==> src/rtl/cam_frame_capture.sv <==
// cam_frame_capture
//
// Purpose:
//   Captures exactly one complete camera frame in the pixel-clock domain and
//   presents it to the frame dump buffer as a registered byte stream with a
//   linear write address. An arm request waits for the next full frame, so
//   a request that arrives mid-frame never yields a partial frame. Bytes
//   beyond MAX_BYTES are dropped, and a sticky overflow flag reports them.
//
// Parameters:
//   ADDR_W     width of write_addr
//   MAX_BYTES  bytes accepted per frame (must be <= 2**ADDR_W)
//
// Ports:
//   cam_clk          camera pixel clock (PCLK), the only clock
//   cam_reset        synchronous, active-high reset
//   arm              single-cycle request to capture the next complete frame
//   vsync            camera VSYNC, high during vertical blanking
//   href             camera HREF, high while line bytes are valid
//   cam_d[7:0]       camera data bus
//   busy             high from the accepted arm until frame_end
//   frame_start      one-cycle pulse on the first cycle of the captured frame
//   frame_end        one-cycle pulse when the frame is complete
//   write_en         write strobe to the dump buffer
//   write_data[7:0]  byte to write
//   write_addr       linear byte address of write_data
//   overflow         sticky: frame exceeded MAX_BYTES, cleared by next arm
//
// Optional feature (macro CAM_CAPTURE_STATS_EN):
//   line_count[11:0]       HREF rising edges seen in the captured frame
//   last_line_bytes[11:0]  bytes in the most recent line
//   Both counters clear at frame_start and freeze at frame_end.
//   Without the macro these ports and counters do not exist.

module cam_frame_capture #(
  parameter int ADDR_W    = 16,
  parameter int MAX_BYTES = 38400
) (
  input  logic              cam_clk,
  input  logic              cam_reset,
  input  logic              arm,
  input  logic              vsync,
  input  logic              href,
  input  logic [7:0]        cam_d,
  output logic              busy,
  output logic              frame_start,
  output logic              frame_end,
  output logic              write_en,
  output logic [7:0]        write_data,
  output logic [ADDR_W-1:0] write_addr,
  output logic              overflow
`ifdef CAM_CAPTURE_STATS_EN
  ,
  output logic [11:0]       line_count,
  output logic [11:0]       last_line_bytes
`endif
);

  typedef enum logic [1:0] {IDLE, SYNC, WAIT, CAPT} state_t;

  // One extra bit lets the counter hold MAX_BYTES itself when
  // MAX_BYTES == 2**ADDR_W, so write_addr never wraps.
  localparam logic [ADDR_W:0] MAX_CNT = (ADDR_W+1)'(MAX_BYTES);

  state_t            state_q, state_d;
  logic [ADDR_W:0]   count_q, count_d;
  logic              busy_q, busy_d;
  logic              frame_start_q, frame_start_d;
  logic              frame_end_q, frame_end_d;
  logic              write_en_q, write_en_d;
  logic [7:0]        write_data_q, write_data_d;
  logic [ADDR_W-1:0] write_addr_q, write_addr_d;
  logic              overflow_q, overflow_d;

  // Input stage: one register on every camera pin, plus the previous
  // registered vsync for edge detection.
  logic       vsync_r_q, href_r_q, vsync_prev_q;
  logic [7:0] data_r_q;

  logic vs_rise, vs_fall, byte_valid;

  assign vs_rise    = vsync_r_q & ~vsync_prev_q;
  assign vs_fall    = ~vsync_r_q & vsync_prev_q;
  assign byte_valid = href_r_q & ~vsync_r_q;

`ifdef CAM_CAPTURE_STATS_EN
  logic        href_prev_q;
  logic [11:0] line_count_q, line_count_d;
  logic [11:0] line_bytes_q, line_bytes_d;
`endif

  always_comb begin
    state_d       = state_q;
    count_d       = count_q;
    busy_d        = busy_q;
    frame_start_d = 1'b0;
    frame_end_d   = 1'b0;
    write_en_d    = 1'b0;
    write_data_d  = 8'd0;
    write_addr_d  = '0;
    overflow_d    = overflow_q;
`ifdef CAM_CAPTURE_STATS_EN
    line_count_d  = line_count_q;
    line_bytes_d  = line_bytes_q;
`endif

    case (state_q)
      IDLE: begin
        busy_d = 1'b0;
        if (arm) begin
          state_d    = SYNC;
          busy_d     = 1'b1;
          overflow_d = 1'b0;
          count_d    = '0;
        end
      end

      // Waiting for the start of vertical blanking ensures that the frame
      // captured next is seen from its very first line.
      SYNC: begin
        if (vs_rise) state_d = WAIT;
      end

      WAIT: begin
        if (vs_fall) begin
          state_d       = CAPT;
          frame_start_d = 1'b1;
`ifdef CAM_CAPTURE_STATS_EN
          line_count_d  = '0;
          line_bytes_d  = '0;
`endif
        end
      end

      // The vsync rise takes priority, so a byte that coincides with the
      // end of the frame is dropped.
      CAPT: begin
        if (vs_rise) begin
          state_d     = IDLE;
          frame_end_d = 1'b1;
          busy_d      = 1'b0;
        end else if (byte_valid) begin
          if (count_q < MAX_CNT) begin
            write_en_d   = 1'b1;
            write_data_d = data_r_q;
            write_addr_d = count_q[ADDR_W-1:0];
            count_d      = count_q + 1'b1;
          end else begin
            overflow_d = 1'b1;
          end
`ifdef CAM_CAPTURE_STATS_EN
          if (!href_prev_q) begin
            line_count_d = line_count_q + 12'd1;
            line_bytes_d = 12'd1;
          end else begin
            line_bytes_d = line_bytes_q + 12'd1;
          end
`endif
        end
      end

      default: state_d = IDLE;
    endcase
  end

  always_ff @(posedge cam_clk) begin
    if (cam_reset) begin
      state_q       <= IDLE;
      count_q       <= '0;
      busy_q        <= 1'b0;
      frame_start_q <= 1'b0;
      frame_end_q   <= 1'b0;
      write_en_q    <= 1'b0;
      write_data_q  <= 8'd0;
      write_addr_q  <= '0;
      overflow_q    <= 1'b0;
      vsync_r_q     <= 1'b0;
      href_r_q      <= 1'b0;
      vsync_prev_q  <= 1'b0;
      data_r_q      <= 8'd0;
    end else begin
      state_q       <= state_d;
      count_q       <= count_d;
      busy_q        <= busy_d;
      frame_start_q <= frame_start_d;
      frame_end_q   <= frame_end_d;
      write_en_q    <= write_en_d;
      write_data_q  <= write_data_d;
      write_addr_q  <= write_addr_d;
      overflow_q    <= overflow_d;
      vsync_r_q     <= vsync;
      href_r_q      <= href;
      vsync_prev_q  <= vsync_r_q;
      data_r_q      <= cam_d;
    end
  end

`ifdef CAM_CAPTURE_STATS_EN
  always_ff @(posedge cam_clk) begin
    if (cam_reset) begin
      href_prev_q  <= 1'b0;
      line_count_q <= '0;
      line_bytes_q <= '0;
    end else begin
      href_prev_q  <= href_r_q;
      line_count_q <= line_count_d;
      line_bytes_q <= line_bytes_d;
    end
  end

  assign line_count      = line_count_q;
  assign last_line_bytes = line_bytes_q;
`endif

  assign busy        = busy_q;
  assign frame_start = frame_start_q;
  assign frame_end   = frame_end_q;
  assign write_en    = write_en_q;
  assign write_data  = write_data_q;
  assign write_addr  = write_addr_q;
  assign overflow    = overflow_q;

endmodule

==> config.mk <==
export PLATFORM = sky130hd
export DESIGN_NAME = cam_frame_capture
export DESIGN_NICKNAME = d
export VERILOG_FILES = /design/src/rtl/cam_frame_capture.sv
export SDC_FILE = /design/constraint.sdc
export NUM_CORES = 1
export LEC_CHECK = 0
export CAP_MARGIN = 20
export CORE_MARGIN = 10
export CORE_UTILIZATION = 51
export DETAILED_ROUTE_END_ITERATION = 16
export GPL_TIMING_DRIVEN = 0
export HOLD_SLACK_MARGIN = 0.06
export MAX_ROUTING_LAYER = met4
export PLACE_DENSITY_LB_ADDON = 0.12
export SLEW_MARGIN = 20
export SYNTH_ARGS = -nofsm -noshare
export SYNTH_HDL_FRONTEND = slang
export SYNTH_SLANG_ARGS = --single-unit
==> constraint.sdc <==
create_clock -name cam_clk -period 2.2 [get_ports cam_clk]
set_input_delay 0.66 -clock cam_clk [delete_from_list [all_inputs] [get_ports cam_clk]]
set_output_delay 0.66 -clock cam_clk [all_outputs]
set_load 0.05 [all_outputs]
* Word level (Yosys, flattened, before mapping)
Cells that the tools add are included.
** Cells by class
- Add/subtract/negate cells :: 1
- $mul :: 0
- Divide/modulo/power cells :: 0
- Magnitude comparators :: 1
- Eq/ne operators :: 11
- Shifts and indexed selects :: 0
- Multiplexer cells :: 21
- Bitwise logic cells :: 9
- Reductions and logical operators :: 10
** Operator list (number)
- $mux W17 :: 4
- $pmux W17 S2 :: 1
- $add A17 B1 Y17 const B :: 1
- $lt A17 B16 Y1 const B :: 1
- $ne A2 B2 Y1 const B :: 8
- $reduce_and A5 Y1 :: 2
- $mux W1 :: 9
- $mux W2 :: 4
- $pmux W2 S4 :: 1
- $not A1 Y1 :: 6
- $reduce_or A5 Y1 :: 1
- $eq A2 B2 Y1 const B :: 2
- $pmux W1 S2 :: 2
- $reduce_and A4 Y1 :: 1
- $reduce_or A2 Y1 :: 2
- $reduce_or A4 Y1 :: 1
- $and A1 B1 Y1 :: 3
- $eq A2 B1 Y1 const B :: 1
- $logic_not A2 Y1 :: 1
- $reduce_and A2 Y1 :: 1
- $reduce_bool A2 Y1 :: 1
** Storage, ports and cells
- Bits in registers :: 59
- Latch bits :: 0
- RAM bits :: 0
- Memory bits (read-only) :: 0
- Memories :: 0

* Depth between registers and ports, before layout
- Depth after elaboration :: 5
- Depth in mapped cells :: 8
- Gate-level depth less buffers :: 7

* Worst setup path after synthesis
OpenSTA, ideal clock, no wires.
- Path type :: input to register
- From :: input port cam_reset
- To :: register count_q[15]
- Library setup time :: 73 ps
- Arrival time :: 1823 ps
- Data required time :: 2127 ps
- Path slack :: 303 ps
- Cell stages on the path :: 7
- Cell sequence :: nand2b_1 buf_2 nor3b_1 nor3b_4 buf_6 a41oi_1 nor3_2
** RTL lines
- from (decl) :: RTL line 40 : input logic cam_reset,
- to (signal assigned) :: RTL line 183 : count_q <= count_d;
- to (decl) :: RTL line 66 : logic [ADDR_W:0] count_q, count_d;

* Final worst setup path
- From :: register overflow_q, in the netlist overflow
- To :: output port overflow
** RTL lines
- from (decl) :: RTL line 73 : logic overflow_q, overflow_d;
- from (signal assigned) :: RTL line 190 : overflow_q <= overflow_d;
- to (decl) :: RTL line 51 : output logic overflow
No word-level cell between the ends.

==> impl_results.md <==
* Outcome: complete, no violations
* Worst r2r src: state_q[1]$_SDFFE_PP0P_
* Number of synthesized flops with an enable pin at 0
* Gate power share at 15.7%
* CP endpoint kind: primary output
* Period utilization at 96.4%
* Clock slew at reported path FFs at 0.07 ns
* Worst-margin pin slew at 0.543 ns
* DR iter-0 viols at 182
* I/O Buffers at 41
* Via count at 1,837
* Asr flop ratio synth at 0%
* Internal at 1.84 mW
* Setup TNS at 0 ns
* Area of the mapped netlist at 2330 um^2
* Post-Route WL at 4900 um
* CTS buffer count at 9
* PD cells at 820 nW/um^2
* Die Area at 7670 um^2
* Antenna violations before repair at 0
* Die Ht at 87.6 um
* CTS tree: done
* Skew-Pair Late Insertion Delay at 0.33 ns
* Mapped Nets at 258
* Crit Path Class: flip-flop to primary output
* Clock Skew at 0.00743 ns
* Post-Synthesis Cells at 240
* CP Data Required Time at 1.54 ns
* Sw frac at 26.3%
* Yosys reg bits at 59
* Syn_area_per_cell at 9.71 um^2
* CP bufs+invs at 1
* Max-Slew Margin vs Limit at 63.8%
* Clk root buf: clkbuf_8
* Nets at 312
* Reg2reg end: count_q[5]$_SDFFE_PP0P_
* Count of cell types in the netlist at 47
* Largest stage delay, worst path at 0.80 ns
* Core ar. at 4380 um^2
* Remaining DRCs at 0
* Hold Path Stages at 1
* Final setup vio count at 0
* Clk sink count at 59
* Finished Layout Cells at 351
* Seq/Total Area, Yosys at 50.7%
* Layout area overhead at 30.6%
* Buffer depth of the longest clock path at 2
* Number of core rows at 24
* Min-delay src: data_r_q[7]$_SDFF_PP0_
* HP Class: flip-flop to flip-flop
* Final Hold Vio Count at 0
* I/O Pins at 42
* Critical Path AT at 1.46 ns
* Final slew viol count at 0
* Most frequent cell after synthesis: dfxtp_1
* Worst hold slack at 0.426 ns
* CP Cell Sequence: clkdlybuf4s50_1
* Leak pwr at 1.16 nW
* First-pass GRT wire length at 7930 um
* Flop pwr share at 45.0%
* Initial core utilization at 53.2%
* MaxCap Viol Count at 0
* Share of layout cells above drive strength 1 at 10.4%
* RSZ-0062 raised after global routing: false
* Most frequent cells after synthesis: 59 x dfxtp_1, 21 x and2_1, 15 x nand2_1, 14 x nor2_1, 13 x a21oi_1
* Via/cell ratio at 5.23
* Setup crit start kind: flip-flop
* Dominant cells by area after synthesis: dfxtp_1 51%, and2_1 5.6%, nor2b_1 3.0%
* Yosys top cell area share at 50.7%
* Tot Pwr at 2.50 mW
* R2r setup slk at 0.11 ns
* Die width at 87.6 um
* Initial DRT Pass Iterations at 4
* Cells after DPL at 333
* R2R cell count at 7
* Tmin final at 2.12 ns
* Gr usage total at 13.6%
* YS warnings at 0
* Vias in the first global route at 1,750
* DP Wirelength at 3470 um
* WL/cell at 13.9 um
* Routability cong. at 0.889
* Max Freq at 472 MHz
* CP top delay family: buffers and inverters
* Largest net degree at the start of global routing at 11
* Peak VDD IR at 0.582 mV
* Switching power at 0.656 mW
* DRT antenna net count at 0
* Worst Hold End: write_data[7]$_SDFF_PP0_
* Grt total ovfl at 0
* CP Max Fanout at 2
* Clk pwr share at 39.3%
* Top_reg_cell synth: dfxtp_1
* N_diodes at 0
* H-tree levels at 3
* Slowest stage cell, crit path: clkdlybuf4s50_1
* Largest area contributor in the netlist: dfxtp_1
-- area by class of cell --
| type | instances | area (um^2) |
|---|---|---|
| fill | 341 | 1340 |
| multi-input combinational | 161 | 1050 |
| clock buffer | 12 | 155 |
| timing repair buffer | 43 | 428 |
| inverter | 8 | 30.0 |
| buffer | 12 | 86.3 |
| clock inverter | 4 | 48.8 |
| sequential | 59 | 1180 |
| tap | 52 | 65.1 |
-- registers in the layout (all words and copies together), names as in the netlist --
register      flops
busy              1
count_q          17
data_r_q          8
frame_end         1
frame_start       1
href_r_q          1
overflow          1
state_q           2
vsync_prev_q      1
vsync_r_q         1
write_addr       16
write_data        8
write_en          1
-- worst max-delay path by stage --
stage                            start                        to  slack (ns)  cells after the start
2_1_floorplan                cam_reset  count_q[15]$_SDFFE_PP0P_        0.30                      7
3_3_place_gp                 cam_reset  count_q[15]$_SDFFE_PP0P_       -0.36                      8
3_5_place_dp                 cam_reset  count_q[15]$_SDFFE_PP0P_       -0.38                      8
4_1_cts              busy$_SDFFE_PP0P_                      busy       0.009                      1
5_1_grt        state_q[1]$_SDFFE_PP0P_   count_q[5]$_SDFFE_PP0P_       0.007                      7
6_report         overflow$_SDFFE_PP0P_                  overflow        0.08                      1
-- cell families (layout without fill, tap and decap cells) --
family,count (synthesis),in the layout,share of synthesized area (%)
AO/OA/AOI/OAI,52,52,14.9
adder cells (fa/ha/maj),5,5,2.68
buffers and inverters,20,79,4.88
flip-flops,59,59,50.7
multiplexers,3,3,1.29
AND/OR/NAND/NOR,101,101,25.6
-- metrics by stage --
stage          instance area [um^2]  util (%)  setup WS [ns]
6_report                       3050      69.5         0.0797
3_5_place_dp                   2810      64.0         -0.378
5_1_grt                        3050      69.5        0.00660
4_1_cts                        3020      68.8        0.00866
3_3_place_gp                   2810      64.0         -0.365
2_1_floorplan                  2330         -          0.303
-- routing by layer --
| layer | up-vias | global-route usage (%) | wire length, um |
|---|---|---|---|
| met5 | - | - | 0 |
| met4 | 0 | 6.67 | 72 |
| met3 | 7 | 5.57 | 394 |
| met2 | 56 | 20.0 | 2200 |
| met1 | 830 | 15.5 | 2230 |
| li1 | 944 | - | - |
-- placed cells by master, fill, tap and decap left out, types with 3 or more instances in the layout --
cell type,synthesis,final
o31ai_1,3,3
nand4_1,5,5
clkbuf_1,5,6
nand2b_1,7,7
nor2_1,14,14
nand2_1,15,15
clkbuf_8,0,11
nor2b_1,11,11
nand3_1,5,5
o21ai_0,8,8
buf_4,0,3
ha_1,5,5
clkdlybuf4s50_1,0,40
inv_1,8,8
and2_1,21,21
a211o_1,4,4
dfxtp_1,59,59
buf_6,5,5
mux2i_1,3,3
o21ai_1,5,5
a21oi_1,13,12
nor3_1,7,7
-- power groups by stage --
| stage | Clock, mW | Sequential [mW] | Combinational (mW) |
|---|---|---|---|
| after global routing | 1.05 | 1.13 | 0.427 |
| after global placement | 0 | 1.15 | 0.372 |
| after CTS | 1.00 | 1.12 | 0.378 |
| after detailed placement | 0 | 1.15 | 0.375 |
| final | 0.982 | 1.12 | 0.391 |
| after floorplan | 0 | 1.17 | 0.252 |
-- timing repair --
item / CTS / global route
pin swaps: 0 / 1
gates resized for setup: 1 / 5
buffers inserted: 0 / 2
hold buffers: 0 / 0
setup endpoints to repair: 3 / 8
Note: power is estimated with default switching activity, not from simulation.
